--- src/rtl/dram_bus_pkg.sv ---
// Shared definitions for the DRAM line manager: FSM encoding, burst
// geometry, the atomic-op code driven on awatop and the default bus ID.
package dram_bus_pkg;

    localparam int BEATS  = 4;
    localparam int BEAT_W = 32;
    localparam int LINE_W = BEAT_W * BEATS;

    // Beat counter value of the final beat in a burst.
    localparam logic [1:0] LAST_CNT = 2'(BEATS - 1);

    // Plain (non-atomic) write.
    localparam logic [5:0] ATOP_NONE = 6'd0;

    // ID placed on awid/arid and expected back on bid/rid.
    localparam logic [3:0] MID_DEFAULT = 4'h1;

    typedef enum logic [2:0] {
        ST_IDLE = 3'd0,
        ST_AW   = 3'd1,
        ST_W    = 3'd2,
        ST_B    = 3'd3,
        ST_AR   = 3'd4,
        ST_R    = 3'd5,
        ST_RSP  = 3'd6
    } state_t;

endpackage

--- src/rtl/dram_line_beat_mux.sv ---
// Selects one 32-bit beat out of a 128-bit cache line; beat n occupies
// bits [32n+31:32n].
module dram_line_beat_mux
    import dram_bus_pkg::*;
(
    input  logic [LINE_W-1:0] line,
    input  logic [1:0]        sel,
    output logic [BEAT_W-1:0] beat
);

    // Pure select of the addressed beat.
    always_comb begin
        beat = line[31:0];
        case (sel)
            2'd0: beat = line[31:0];
            2'd1: beat = line[63:32];
            2'd2: beat = line[95:64];
            2'd3: beat = line[127:96];
            default: beat = line[31:0];
        endcase
    end

endmodule

--- src/rtl/dram_line_mngr.sv ---
// Cache-line bus initiator: turns one 128-bit line request into a 4-beat
// 32-bit burst (AW/W/B for writes, AR/R for reads) and reports completion
// with a one-cycle rsp_valid pulse. One request outstanding at a time.
// Optional macro BUS_TIMEOUT_EN adds a wait-cycle limit in the B and R
// states; when it expires the request completes with rsp_err=1.
module dram_line_mngr
    import dram_bus_pkg::*;
#(
    parameter logic [3:0] MID         = MID_DEFAULT,
    parameter int          TIMEOUT_CYC = 1024
) (
    input  logic              clk,
    input  logic              rst_n,
    input  logic              req_valid,
    output logic              req_ready,
    input  logic              req_we,
    input  logic [31:0]       req_addr,
    input  logic [LINE_W-1:0] req_wdata,
    output logic              rsp_valid,
    output logic [LINE_W-1:0] rsp_data,
    output logic              rsp_err,
    output logic              awvalid,
    input  logic              awready,
    output logic [3:0]        awid,
    output logic [31:0]       awaddr,
    output logic [5:0]        awatop,
    output logic              wvalid,
    input  logic              wready,
    output logic [BEAT_W-1:0] wdata,
    output logic              wlast,
    input  logic              bvalid,
    output logic              bready,
    input  logic [3:0]        bid,
    input  logic              bcomp,
    output logic              arvalid,
    input  logic              arready,
    output logic [3:0]        arid,
    output logic [31:0]       araddr,
    input  logic              rvalid,
    output logic              rready,
    input  logic [3:0]        rid,
    input  logic [BEAT_W-1:0] rdata,
    input  logic              rlast
);

    state_t            state, state_nxt;
    logic [31:0]       addr_q;
    logic [1:0]        cnt;
    logic              err;
    logic [LINE_W-1:0] wline;
    logic [LINE_W-1:0] rline;
    logic [LINE_W-1:0] line_upd;
    logic              timeout_hit;

    // Outgoing write beat chosen by the beat counter.
    dram_line_beat_mux u_beat_mux (
        .line (wline),
        .sel  (cnt),
        .beat (wdata)
    );

`ifdef BUS_TIMEOUT_EN
    localparam logic [10:0] WAIT_LAST = 11'(TIMEOUT_CYC - 1);

    logic [10:0] wait_cnt;
    logic        in_wait;
    logic        wait_hs;

    assign in_wait = (state == ST_B) || (state == ST_R);
    assign wait_hs = ((state == ST_B) && bvalid) || ((state == ST_R) && rvalid);

    // The increment that would reach TIMEOUT_CYC ends the wait instead.
    assign timeout_hit = in_wait && !wait_hs && (wait_cnt == WAIT_LAST);

    // Count idle cycles spent waiting for B or R; any handshake restarts it.
    always_ff @(posedge clk) begin
        if (!rst_n) begin
            wait_cnt <= '0;
        end else if (!in_wait || wait_hs) begin
            wait_cnt <= '0;
        end else begin
            wait_cnt <= wait_cnt + 11'd1;
        end
    end
`else
    // Without the timeout option B and R wait indefinitely.
    assign timeout_hit = 1'b0;
`endif

    // Read line with the incoming beat merged into its slot.
    always_comb begin
        line_upd = rline;
        case (cnt)
            2'd0: line_upd[31:0]   = rdata;
            2'd1: line_upd[63:32]  = rdata;
            2'd2: line_upd[95:64]  = rdata;
            2'd3: line_upd[127:96] = rdata;
            default: line_upd = rline;
        endcase
    end

    // State register.
    always_ff @(posedge clk) begin
        if (!rst_n) begin
            state <= ST_IDLE;
        end else begin
            state <= state_nxt;
        end
    end

    // Next-state decode and bus/response strobes.
    always_comb begin
        state_nxt = state;
        req_ready = 1'b0;
        awvalid   = 1'b0;
        wvalid    = 1'b0;
        wlast     = 1'b0;
        bready    = 1'b0;
        arvalid   = 1'b0;
        rready    = 1'b0;
        rsp_valid = 1'b0;
        case (state)
            ST_IDLE: begin
                req_ready = 1'b1;
                if (req_valid) begin
                    state_nxt = req_we ? ST_AW : ST_AR;
                end
            end
            ST_AW: begin
                awvalid = 1'b1;
                if (awready) begin
                    state_nxt = ST_W;
                end
            end
            ST_W: begin
                wvalid = 1'b1;
                wlast  = (cnt == LAST_CNT);
                if (wready && (cnt == LAST_CNT)) begin
                    state_nxt = ST_B;
                end
            end
            ST_B: begin
                bready = 1'b1;
                if (bvalid || timeout_hit) begin
                    state_nxt = ST_RSP;
                end
            end
            ST_AR: begin
                arvalid = 1'b1;
                if (arready) begin
                    state_nxt = ST_R;
                end
            end
            ST_R: begin
                rready = 1'b1;
                // Completion is decided by beat count, not by rlast.
                if ((rvalid && (cnt == LAST_CNT)) || timeout_hit) begin
                    state_nxt = ST_RSP;
                end
            end
            ST_RSP: begin
                rsp_valid = 1'b1;
                state_nxt = ST_IDLE;
            end
            default: state_nxt = ST_IDLE;
        endcase
    end

    // Request address, beat counter, error flag and completed read line.
    always_ff @(posedge clk) begin
        if (!rst_n) begin
            addr_q   <= '0;
            cnt      <= '0;
            err      <= 1'b0;
            rsp_data <= '0;
        end else begin
            case (state)
                ST_IDLE: begin
                    if (req_valid) begin
                        addr_q <= req_addr & ~32'hF;
                        cnt    <= '0;
                        err    <= 1'b0;
                    end
                end
                ST_W: begin
                    if (wready) begin
                        cnt <= cnt + 2'd1;
                    end
                end
                ST_B: begin
                    if (bvalid) begin
                        err <= err | (bid != MID) | ~bcomp;
                    end else if (timeout_hit) begin
                        err <= 1'b1;
                    end
                end
                ST_AR: begin
                    if (arready) begin
                        cnt <= '0;
                    end
                end
                ST_R: begin
                    if (rvalid) begin
                        cnt <= cnt + 2'd1;
                        err <= err | (rid != MID) | (rlast != (cnt == LAST_CNT));
                        if (cnt == LAST_CNT) begin
                            rsp_data <= line_upd;
                        end
                    end else if (timeout_hit) begin
                        // Abandoned read returns whatever beats arrived.
                        err      <= 1'b1;
                        rsp_data <= rline;
                    end
                end
                default: ;
            endcase
        end
    end

    // Line buffers; contents only matter once a request has been accepted.
    always_ff @(posedge clk) begin
        if ((state == ST_IDLE) && req_valid) begin
            wline <= req_wdata;
            rline <= '0;
        end else if ((state == ST_R) && rvalid) begin
            rline <= line_upd;
        end
    end

    assign rsp_err = err;
    assign awid    = MID;
    assign arid    = MID;
    assign awaddr  = addr_q;
    assign araddr  = addr_q;
    assign awatop  = ATOP_NONE;

endmodule
--- config.mk ---
export PLATFORM = sky130hd
export DESIGN_NAME = dram_line_mngr
export DESIGN_NICKNAME = d
export VERILOG_FILES = /design/src/rtl/dram_bus_pkg.sv /design/src/rtl/dram_line_beat_mux.sv /design/src/rtl/dram_line_mngr.sv
export SDC_FILE = /design/constraint.sdc
export NUM_CORES = 1
export LEC_CHECK = 0
export CAP_MARGIN = 20
export CORE_MARGIN = 3
export CORE_UTILIZATION = 44
export DETAILED_ROUTE_END_ITERATION = 16
export PLACE_DENSITY_LB_ADDON = 0.2
export SLEW_MARGIN = 10
export SYNTH_ARGS = -nofsm -noshare
export SYNTH_HDL_FRONTEND = slang
export SYNTH_HIERARCHICAL = 1
export SYNTH_SLANG_ARGS = --single-unit
--- constraint.sdc ---
create_clock -name clk -period 5.9 [get_ports clk]
set_input_delay 1.18 -clock clk [delete_from_list [all_inputs] [get_ports clk]]
set_output_delay 1.18 -clock clk [all_outputs]
set_load 0.05 [all_outputs]
# Yosys cells after proc, flatten, opt, wreduce, memory -nomap -nowiden
# Cells that the tools add are included.
totals:
  reg_bits: 418
  latch_bits: 0
  ramBits: 0
  rom_bits: 0
  inputBits: 211
  out_inout_bits: 247
  wordCells: 76
  mem_count: 0
classes:
  n_addsub: 1
  mul: 0
  div_mod_pow: 0
  magnitude_cmp: 0
  eq_ne: 20
  shift: 0
  mux: 30
  bitwise: 5
  n_reduce_logical: 13
ops:
  columns: ["op", "count"]
  rows:
  - ["$mux W32", 4]
  - ["$pmux W32 S4", 1]
  - ["$mux W3", 7]
  - ["$pmux W3 S6", 1]
  - ["$ne A2 B2 Y1 const B", 8]
  - ["$mux W1", 11]
  - ["$eq A3 B3 Y1 const B", 3]
  - ["$mux W2", 4]
  - ["$ne A4 B1 Y1 const B", 2]
  - ["$pmux W2 S4", 1]
  - ["$eq A3 B2 Y1 const B", 2]
  - ["$reduce_and A6 Y1", 1]
  - ["$reduce_and A5 Y1", 1]
  - ["$eq A2 B2 Y1 const B", 2]
  - ["$logic_and A1 B1 Y1", 4]
  - ["$or A1 B1 Y1", 4]
  - ["$reduce_and A4 Y1", 1]
  - ["$reduce_bool A4 Y1", 1]
  - ["$eq A3 B1 Y1 const B", 1]
  - ["$logic_not A3 Y1", 1]
  - ["$pmux W1 S3", 1]
  - ["$reduce_and A3 Y1", 1]
  - ["$reduce_bool A3 Y1", 1]
  - ["$add A2 B1 Y2 const B", 1]
  - ["5 further kinds", 5]

# Depth between registers and ports, before layout
# Gate-level depths: netlist of run 1.
logic_depth:
  word_depth: 5
  depth_mapped: 8
  depth_no_buf: 6

# By module
# The synthesis of run 1 kept the hierarchy.
modules_own_cells:
  columns: ["module", "instances", "cells_per_inst", "area_each_um2", "seq_area_each_um2"]
  rows:
  - ["dram_line_mngr", 1, 1541, 16349.4, 9649.3]
  - ["dram_line_beat_mux", 1, 39, 814.5, 0.0]

# Worst setup path before layout of run 1
# Ideal clock, no wire load.
synth_path:
  path_type: "input port to flip-flop"
  start: "in req_valid"
  end: "reg wline[0], enable pin"
  setup_ns: 0.542
  arrival_ns: 5.305
  t_required_ns: 5.358
  setup_slack_ns: 0.053
  stages: 4
  path_buffers: 2
  path_cell_list: "nand3_1 -> inv_1 -> clkbuf_1 -> clkbuf_1"
synth_between:
  elab_chain_len: 1
synth_rtl:
  columns: ["element", "line", "text"]
  rows:
  - ["from (decl)", "dram_line_mngr.sv:14", "input logic req_valid,"]
  - ["$logic_and A1 B1 Y1", "dram_line_mngr.sv:222", "if ((state == ST_IDLE) && req_valid) begin"]
  - ["to (signal assigned)", "dram_line_mngr.sv:223", "wline <= req_wdata;"]
  - ["to (decl)", "dram_line_mngr.sv:50", "logic [LINE_W-1:0] wline;"]
# Every way passes these cells.
# A chain may end at the register's enable or synchronous reset.

# Final worst setup path of run 1
layout_path:
  start: "reg cnt[0]"
  end: "out wdata[28]"
layout_between:
  elab_chain_len: 2
  elab_cells_between_ends: 5
  cone_classes: "eq/ne (3); mux (1); reduce/logical (1)"
layout_rtl:
  columns: ["element", "line", "text"]
  rows:
  - ["from (decl)", "dram_line_mngr.sv:48", "logic [1:0] cnt;"]
  - ["from (signal assigned)", "dram_line_mngr.sv:187", "cnt <= cnt + 2'd1;"]
  - ["from (signal assigned)", "dram_line_mngr.sv:204", "cnt <= cnt + 2'd1;"]
  - ["$eq A2 B2 Y1 (tied with other cells)", "dram_line_beat_mux.sv:14", "case (sel)"]
  - ["$pmux W32 S4 (*)", "dram_line_beat_mux.sv:14", null]
  - ["to (decl)", "dram_line_mngr.sv:29", "output logic [BEAT_W-1:0] wdata,"]
# Mark *: on every way between the ends. The rest lies on a longest branch, timed or not.

==> flow_metrics.env, run 1 <==
export IMPL_port_buffers=431
export IMPL_ioPinCount=458
export IMPL_track_usage_pct=23.22
export IMPL_grt_pass1_vias=12190
export IMPL_wl_um=50130
export IMPL_crit_type="flop to primary output"
export IMPL_clock_sinks=418
export IMPL_r2r_cells=5
export IMPL_synth_seq_cells=418
export IMPL_drt_first_pass_iters=7
export IMPL_hold_viol_final=0
export IMPL_hold_buffers=0
export IMPL_hold_slack_ns=0.4524
export IMPL_synth_cell_type_count=41
export IMPL_p_leak_nw=7.423
export IMPL_wl_per_cell_um=20.57
export IMPL_critPathCaptureType="primary output"
export IMPL_dp_slack_ns=1.950
export IMPL_syn_to_final_growth_pct=32.75
export IMPL_cts_buffers_inserted=45
export IMPL_cts_root_buf="clkbuf_16"
export IMPL_syn_inst=1580
export IMPL_grt_overflow=0
export IMPL_finalSetupViolCount=0
export IMPL_grt_pass1_wl_um=74660
export IMPL_fin_crit_ns=4.434
export IMPL_gp_congestion=0.8234
export IMPL_cts_tree="yes"
export IMPL_power_mw=7.715
export IMPL_place_hpwl_um=33180
export IMPL_cap_violations=0
export IMPL_synth_area_um2=17160
export IMPL_rows=71
export IMPL_cp_max_fo=26
export IMPL_grt_setup_unrepaired="false"
export IMPL_tns_ns=0
export IMPL_max_vdd_ir_drop_v=0.0002736
export IMPL_synth_top_area_share_pct=33.82
export IMPL_synth_area_leaders="dfxtp_1, edfxtp_1, mux2i_1"
export IMPL_worst_slew_pin_slew_ns=1.058
export IMPL_hold_depth=2
export IMPL_crit_arrival_ns=3.25
export IMPL_drive_gt1_share_pct=12.06
export IMPL_yosysTopAreaCell="dfxtp_1"
export IMPL_post_cts_setup_buffer_count=0
export IMPL_dr_wl_met3_um=3965
export IMPL_slew_viol_final=0
export IMPL_cp_required_ns=4.72
export IMPL_post_cts_resized=0
export IMPL_ys_warn_count=6
export IMPL_cp_start_kind="flop"
export IMPL_fp_dieArea_um2=41410
export IMPL_via_per_inst=5.190
export IMPL_die_height_um=203.5
export IMPL_grt_max_degree=133
export IMPL_vias=12650
export IMPL_powerDensity_nw_per_um2=338.6
export IMPL_ant_nets=0
export IMPL_slew_headroom_pct=29.50
export IMPL_clk_pin_slew_ns=0.06
export IMPL_layout_setup_ws_ns=1.466
export IMPL_core_um2=38020
export IMPL_fmax_ghz=0.2255
export IMPL_synth_avg_cell_area_um2=10.86
export IMPL_status="finished, final reports clean"
export IMPL_cts_max_level=2
export IMPL_clockBufferDepth=3
export IMPL_final_nets=2108
export IMPL_wl_met2_um=24300
export IMPL_clk_latency_ns=0.57
export IMPL_maxUsedRoutingLayer="met4"
export IMPL_fin_crit_sh_pct=75.16
export IMPL_wl_met1_um=20750
export IMPL_min_path_type="flop to flop"
export IMPL_die_w_um=203.5
export IMPL_drc=0
export IMPL_seq_area_frac_synth_pct=56.22
export IMPL_drtIter0Drc=731
export IMPL_skew_ns=0.01412
export IMPL_antenna_found_initial=1
export IMPL_start_util_pct=45.14
-- per-stage QoR --
step / area [um2] / utilization, % / instances
after floorplan: 17240 / - / 1600
after global placement: 21270 / 55.95 / 2356
after detailed placement: 21270 / 55.95 / 2356
after CTS: 22780 / 59.92 / 2435
after global routing: 22780 / 59.92 / 2436
final: 22790 / 59.93 / 2437
-- worst paths after layout --
path,startpoint,endpoint,slack [ns]
worst min register to register,rline[38],rline[38],0.45
worst max-delay path,cnt[0],wdata[28],1.47
worst min-delay path,rline[38],rline[38],0.45
worst max register to register,cnt[1],rline[118],2.47
-- metal layers --
| metal | vias up | global-route usage [%] |
|---|---|---|
| li1 | 6017 | - |
| met1 | 6172 | 29.71 |
| met2 | 398 | 38.52 |
| met3 | 61 | 6.656 |
| met4 | 0 | 6.785 |
| met5 | - | 0 |
-- final cells by class --
type	count	area, um2
sequential	418	9652
timing repair buffer	448	4479
multi-input combinational	970	6454
tap	511	639.4
fill	3116	15240
inverter	9	48.80
antenna	2	5.005
clock inverter	12	198.9
clock buffer	67	1309
-- Yosys cell counts, drive strengths merged --
cell,instances
nand2,320
dfxtp,290
a21oi,158
nor2,135
a211oi,131
mux2i,129
edfxtp,128
buf,109
clkbuf,94
mux4,32
inv,8
and2,7
ha,5
nand2b,4
o21ai,3
a311oi,2
conb,2
mux2,2
nand3,2
nand3b,2
nor3,2
nor4b,2
a211o,1
a31oi,1
a32oi,1
and3,1
and4b,1
clkinv,1
nand4,1
nand4b,1
nor3b,1
o211a,1
o211ai,1
or3,1
xnor2,1
-- cells in the final DEF, fill, tap and decap left out, types with 4 or more instances in the layout --
master / count
nor2_1: 135
mux4_2: 30
ha_2: 4
a211oi_1: 29
clkbuf_16: 47
nand2_1: 317
bufinv_16: 5
buf_4: 14
dfxtp_1: 288
clkdlybuf4s50_1: 431
conb_1: 22
inv_1: 7
nand2b_1: 4
edfxtp_1: 128
clkbuf_8: 5
a211oi_2: 102
a21oi_1: 158
and2_2: 4
clkbuf_1: 13
mux2i_1: 129
-- cells by family after synthesis --
logic type,count (synthesis),synth area share [%]
buffers and inverters,212,6.765
multiplexers,163,11.90
adder cells (fa/ha/maj),5,0.3645
AO/OA/AOI/OAI,299,13.74
XOR/XNOR,1,0.05104
other,2,0.04375
flip-flops,418,56.22
AND/OR/NAND/NOR,480,10.92
-- worst max-delay path, stage by stage (launching register included) --
cell and delay, ns:
dfxtp_2 0.93, buf_4 0.42, mux4_1 0.58, clkdlybuf4s50_1 0.76
-- registers in the layout, indices dropped and copies added (netlist names) --
signal / cells
araddr: 28
cnt: 2
rline: 128
rsp_data: 128
rsp_err: 1
state: 3
wline: 128
-- where the power goes --
group	switching [mW]	internal, mW
sequential	0.107	3.24
clock	1.14	1.75
combinational	0.980	0.494
No activity file was read; power rests on OpenSTA's default activity.
==> run 2: changes to the inputs <==
==> constraint.sdc (replaced) <==
create_clock -name clk -period 3.93 [get_ports clk]
set_input_delay 0.786 -clock clk [delete_from_list [all_inputs] [get_ports clk]]
set_output_delay 0.786 -clock clk [all_outputs]
set_load 0.05 [all_outputs]
==> run 2 against run 1 <==
Compared with the run above:
- clock skew down 0.00066 ns
- critical path type unchanged
- cell count up 0.66%
- sequential share of layout area down 0.21 points
- worst hold slack about the same
- count of clock-buffer cells in the layout up 3
- clock power up 45%
- die area unchanged
- flip-flop and latch count unchanged
- register-to-register slack worse by 1.6 ns
==> flow_metrics.env, run 2 (synthesized netlist as in run 1, its figures left out) <==
export IMPL_crit_type="flop to primary output"
export IMPL_grt_setup_unrepaired="false"
export IMPL_pwr_share_comb_pct=19.9
export IMPL_cap_violations=0
export IMPL_worst_slew_pin_slew_ns=1.006
export IMPL_post_cts_resized=0
export IMPL_clk_latency_ns=0.56
export IMPL_ant_nets=0
export IMPL_clock_sinks=418
export IMPL_use_met1_pct=30.05
export IMPL_reg2reg_slack_ns=0.91
export IMPL_slew_headroom_pct=32.91
export IMPL_seq_power_share_pct=43.6
export IMPL_syn_to_final_growth_pct=33.42
export IMPL_grt_pass1_vias=12330
export IMPL_max_vdd_ir_drop_v=0.0003063
export IMPL_cp_start_kind="flop"
export IMPL_top_regs="rline x128, rsp_data x128, wline x128"
export IMPL_clkPwrFrac_pct=36.5
export IMPL_fp_dieArea_um2=41410
export IMPL_drtIter0Drc=761
export IMPL_drive_gt1_share_pct=12.31
export IMPL_power_mw=11.49
export IMPL_grt_use_met3_pct=6.864
export IMPL_critPathCaptureType="primary output"
export IMPL_fmax_ghz=0.2711
export IMPL_p_int_mw=8.172
export IMPL_wl_per_cell_um=20.71
export IMPL_hold_viol_final=0
export IMPL_final_nets=2123
export IMPL_cts_root_buf="clkbuf_16"
export IMPL_cts_tree="yes"
export IMPL_ioPinCount=458
export IMPL_grt_pass1_wl_um=75430
export IMPL_place_hpwl_um=34380
export IMPL_antenna_found_initial=2
export IMPL_track_usage_pct=23.64
export IMPL_grt_overflow=0
export IMPL_met2_usage_pct=39.15
export IMPL_die_w_um=203.5
export IMPL_powerDensity_nw_per_um2=502.0
export IMPL_status="finished, final reports clean"
export IMPL_cp_max_fo=37
export IMPL_p_sw_share_pct=28.91
export IMPL_fin_crit_sh_pct=93.86
export IMPL_grt_busiest_layer="met2"
export IMPL_cts_max_level=2
export IMPL_start_util_pct=45.14
export IMPL_port_buffers=431
export IMPL_p_leak_nw=7.492
export IMPL_vias=12700
export IMPL_gp_congestion=0.8087
export IMPL_power_switching_mw=3.323
export IMPL_wl_um=50800
export IMPL_final_cell_mix="clkdlybuf4s50_1, nand2_1, dfxtp_1, a21oi_1, nor2_1"
export IMPL_clockBufferDepth=3
export IMPL_finalSetupViolCount=0
export IMPL_final_common_cell="clkdlybuf4s50_1"
export IMPL_core_um2=38020
export IMPL_via_per_inst=5.177
export IMPL_slew_viol_final=0
export IMPL_crit_arrival_ns=2.90
export IMPL_drt_first_pass_iters=5
export IMPL_drc=0
export IMPL_post_cts_setup_buffer_count=0
export IMPL_cts_buffers_inserted=45
export IMPL_clk_pin_slew_ns=0.06
export IMPL_hold_buffers=0
export IMPL_cp_required_ns=3.14
export IMPL_tns_ns=0
export IMPL_die_height_um=203.5
export IMPL_min_path_type="flop to flop"
export IMPL_skew_ns=0.01346
export IMPL_grt_max_degree=89
export IMPL_rows=71
export IMPL_fin_crit_ns=3.689
-- run 2: power by group through the flow --
stage	sequential [mW]	clock [mW]	combinational, mW
6_report	5.01	4.20	2.28
5_1_grt	5.04	4.45	2.39
4_1_cts	5.01	4.29	2.30
3_5_place_dp	5.11	0	2.29
3_3_place_gp	5.08	0	2.27
2_1_floorplan	5.23	0	1.38
-- run 2: cell type report --
type | count | area (um2)
Fill cell | 3174 | 15120
Clock inverter | 11 | 150.1
Tap cell | 511 | 639.4
Timing Repair Buffer | 463 | 4654
Multi-Input combinational cell | 970 | 6452
Inverter | 9 | 48.80
Sequential cell | 418 | 9652
Antenna cell | 1 | 2.502
Clock buffer | 70 | 1300
-- run 2: per-layer routing --
| layer | vias to the layer above | part of all wire, % |
|---|---|---|
| li1 | 6056 | - |
| met1 | 6180 | 42 |
| met2 | 388 | 48 |
| met3 | 71 | 7.8 |
| met4 | 4 | 2.7 |
| met5 | - | 0.057 |
-- run 2: critical path, stage by stage (launching register included) --
cell and delay (ns):
dfxtp_2 0.99, ha_1 0.37, and2_1 0.14, clkdlybuf4s50_1 0.84
-- run 2: worst paths after layout --
kind | end | from | depth (start not counted)
max reg2reg | rline[55] | cnt[1] | 6
min | rline[62] | rline[62] | 2
min reg2reg | rline[62] | rline[62] | 2
max | wlast | cnt[1] | 3
-- run 2: through the flow --
step | instance area [um2] | hold WS, ns | util [%] | worst slack (ns) | std cells
floorplan | 17240 | 0.4357 | - | 0.4898 | 1600
global placement | 21450 | 0.4409 | 56.41 | 0.7812 | 2371
detailed placement | 21450 | 0.4458 | 56.41 | 0.7989 | 2371
CTS | 22900 | 0.4537 | 60.22 | 0.1771 | 2452
global route | 22900 | 0.4663 | 60.22 | 0.1019 | 2452
finish | 22900 | 0.4527 | 60.23 | 0.2413 | 2453
==> run 3: changes to the inputs <==
--- a/config.mk
+++ b/config.mk
@@ -9,8 +9,9 @@
 export CORE_MARGIN = 3
 export CORE_UTILIZATION = 44
 export DETAILED_ROUTE_END_ITERATION = 16
+export GPL_TIMING_DRIVEN = 0
 export PLACE_DENSITY_LB_ADDON = 0.2
-export SLEW_MARGIN = 10
+export SLEW_MARGIN = 20
 export SYNTH_ARGS = -nofsm -noshare
 export SYNTH_HDL_FRONTEND = slang
 export SYNTH_HIERARCHICAL = 1
==> run 3 against run 2 <==
Compared with the run above:
- die area stayed put
- worst setup slack gained 0.21 ns
- flip-flop and latch count unchanged
- global-route usage is 2.2 points higher
- register-to-register slack gained 0.22 ns
- worst hold slack hardly changed
- design area is 2.1% higher
- wire length grew 9.7%
- clock skew rose by 0.0068 ns
- sequential power about the same
- cell count up 5.7%
- critical endpoint is now wdata[4]
- largest cell class unchanged
- highest routed layer unchanged
==> flow_metrics.env, run 3 (synthesized netlist as in run 1, its figures left out) <==
export IMPL_vias=13380
export IMPL_cp_start_kind="flop"
export IMPL_final_common_cell="clkdlybuf4s50_1"
export IMPL_cp_required_ns=3.14
export IMPL_place_hpwl_um=41170
export IMPL_tns_ns=0
export IMPL_fill_cells=3133
export IMPL_cts_buffers_inserted=44
export IMPL_cap_violations=0
export IMPL_antenna_found_initial=4
export IMPL_die_w_um=203.5
export IMPL_fin_crit_sh_pct=88.49
export IMPL_final_cell_mix="clkdlybuf4s50_1, nand2_1, dfxtp_1, a21oi_1, nor2_1"
export IMPL_post_cts_resized=0
export IMPL_rows=71
export IMPL_drive_gt1_share_pct=14.81
export IMPL_clk_pin_slew_ns=0.06
export IMPL_grt_setup_unrepaired="false"
export IMPL_dp_slack_ns=0.3698
export IMPL_layout_setup_ws_ns=0.4525
export IMPL_wl_um=55750
export IMPL_crit_type="flop to primary output"
export IMPL_worst_slew_pin_slew_ns=0.8630
export IMPL_gp_congestion=0.8487
export IMPL_drtIter0Drc=794
export IMPL_drt_first_pass_iters=7
export IMPL_fin_crit_ns=3.478
export IMPL_grt_max_degree=92
export IMPL_ant_nets=0
export IMPL_hold_buffers=0
export IMPL_core_um2=38020
export IMPL_fin_cells=2593
export IMPL_fmax_ghz=0.2876
export IMPL_die_height_um=203.5
export IMPL_status="finished, final reports clean"
export IMPL_clock_sinks=418
export IMPL_finalSetupViolCount=0
export IMPL_cp_max_fo=10
export IMPL_critPathCaptureType="primary output"
export IMPL_powerDensity_nw_per_um2=498.1
export IMPL_p_leak_nw=7.895
export IMPL_grt_pass1_wl_um=82000
export IMPL_post_cts_setup_buffer_count=0
export IMPL_cts_root_buf="clkbuf_16"
export IMPL_fp_dieArea_um2=41410
export IMPL_slew_headroom_pct=42.47
export IMPL_start_util_pct=45.14
export IMPL_wl_per_cell_um=21.50
export IMPL_cts_tree="yes"
export IMPL_via_per_inst=5.159
export IMPL_skew_ns=0.02030
export IMPL_min_path_type="flop to flop"
export IMPL_hold_viol_final=0
export IMPL_syn_to_final_growth_pct=36.19
export IMPL_crit_arrival_ns=2.69
export IMPL_dp_cells=2511
export IMPL_slew_viol_final=0
export IMPL_ioPinCount=458
export IMPL_final_nets=2262
export IMPL_max_vdd_ir_drop_v=0.0003495
export IMPL_drc=0
export IMPL_track_usage_pct=25.83
export IMPL_grt_overflow=0
export IMPL_cts_max_level=2
export IMPL_clk_latency_ns=0.55
export IMPL_clockBufferDepth=3
export IMPL_top_regs="rline x128, rsp_data x128, wline x128"
export IMPL_port_buffers=399
export IMPL_grt_pass1_vias=13200
run 3: cell count changes in the layout (fill, tap and decap cells not counted), moves of 5 or more:
cell             change
buf_12               -5
buf_2               +34
buf_4               +41
clkbuf_1            +84
clkbuf_8             -5
clkdlybuf4s50_1     -32
clkinv_2             +9
run 3: critical path, stage by stage (launching register included):
cell	delay [ns]
dfxtp_1	0.47
buf_6	0.20
buf_12	0.17
mux4_2	0.53
clkdlybuf4s50_1	0.77
run 3: where the power goes:
group / switching, mW / leakage [nW] / internal (mW)
logic: 1.59 / 3.63 / 0.834
clock network: 1.72 / 0.712 / 2.50
registers: 0.130 / 3.56 / 4.86
run 3: metal layers:
layer	wire [um]	global-route usage, %	share of wire [%]	vias up
met3	4041	6.273	7.2	77
met4	1493	6.883	2.7	4
met5	23	0	0.041	-
met2	27190	43.68	49	463
li1	-	-	-	6341
met1	23010	33.39	41	6493
run 3: area by class of cell:
type	count	area, um2	share of cell area (%)
clock inverter	23	250.2	1.070
inverter	9	33.78	0.1445
buffer	203	1137	4.865
clock buffer	56	1209	5.170
timing repair buffer	400	4021	17.20
sequential	418	9649	41.28
antenna	3	7.507	0.03211
multi-input combinational	970	6429	27.50
tap	511	639.4	2.735
run 3: path summary, 6_finish.rpt:
check / start / endpoint / slack (ns) / cells past startpoint
setup / recovery: cnt[0] / wdata[4] / 0.45 / 4
hold reg to reg: rline[95] / rline[95] / 0.45 / 2
hold / removal: rline[95] / rline[95] / 0.45 / 2
setup reg to reg: state[0] / wline[51] / 1.13 / 6
run 3: per-stage QoR:
stage | cell area, um2 | hold WS [ns] | util, % | total power [mW]
finish | 23380 | 0.4522 | 61.48 | 11.64
CTS | 23370 | 0.4546 | 61.46 | 11.72
global placement | 21870 | 0.4404 | 57.53 | 7.486
global route | 23370 | 0.4670 | 61.47 | 12.03
detailed placement | 21910 | 0.4461 | 57.62 | 7.516
floorplan | 17240 | 0.4357 | - | 6.606
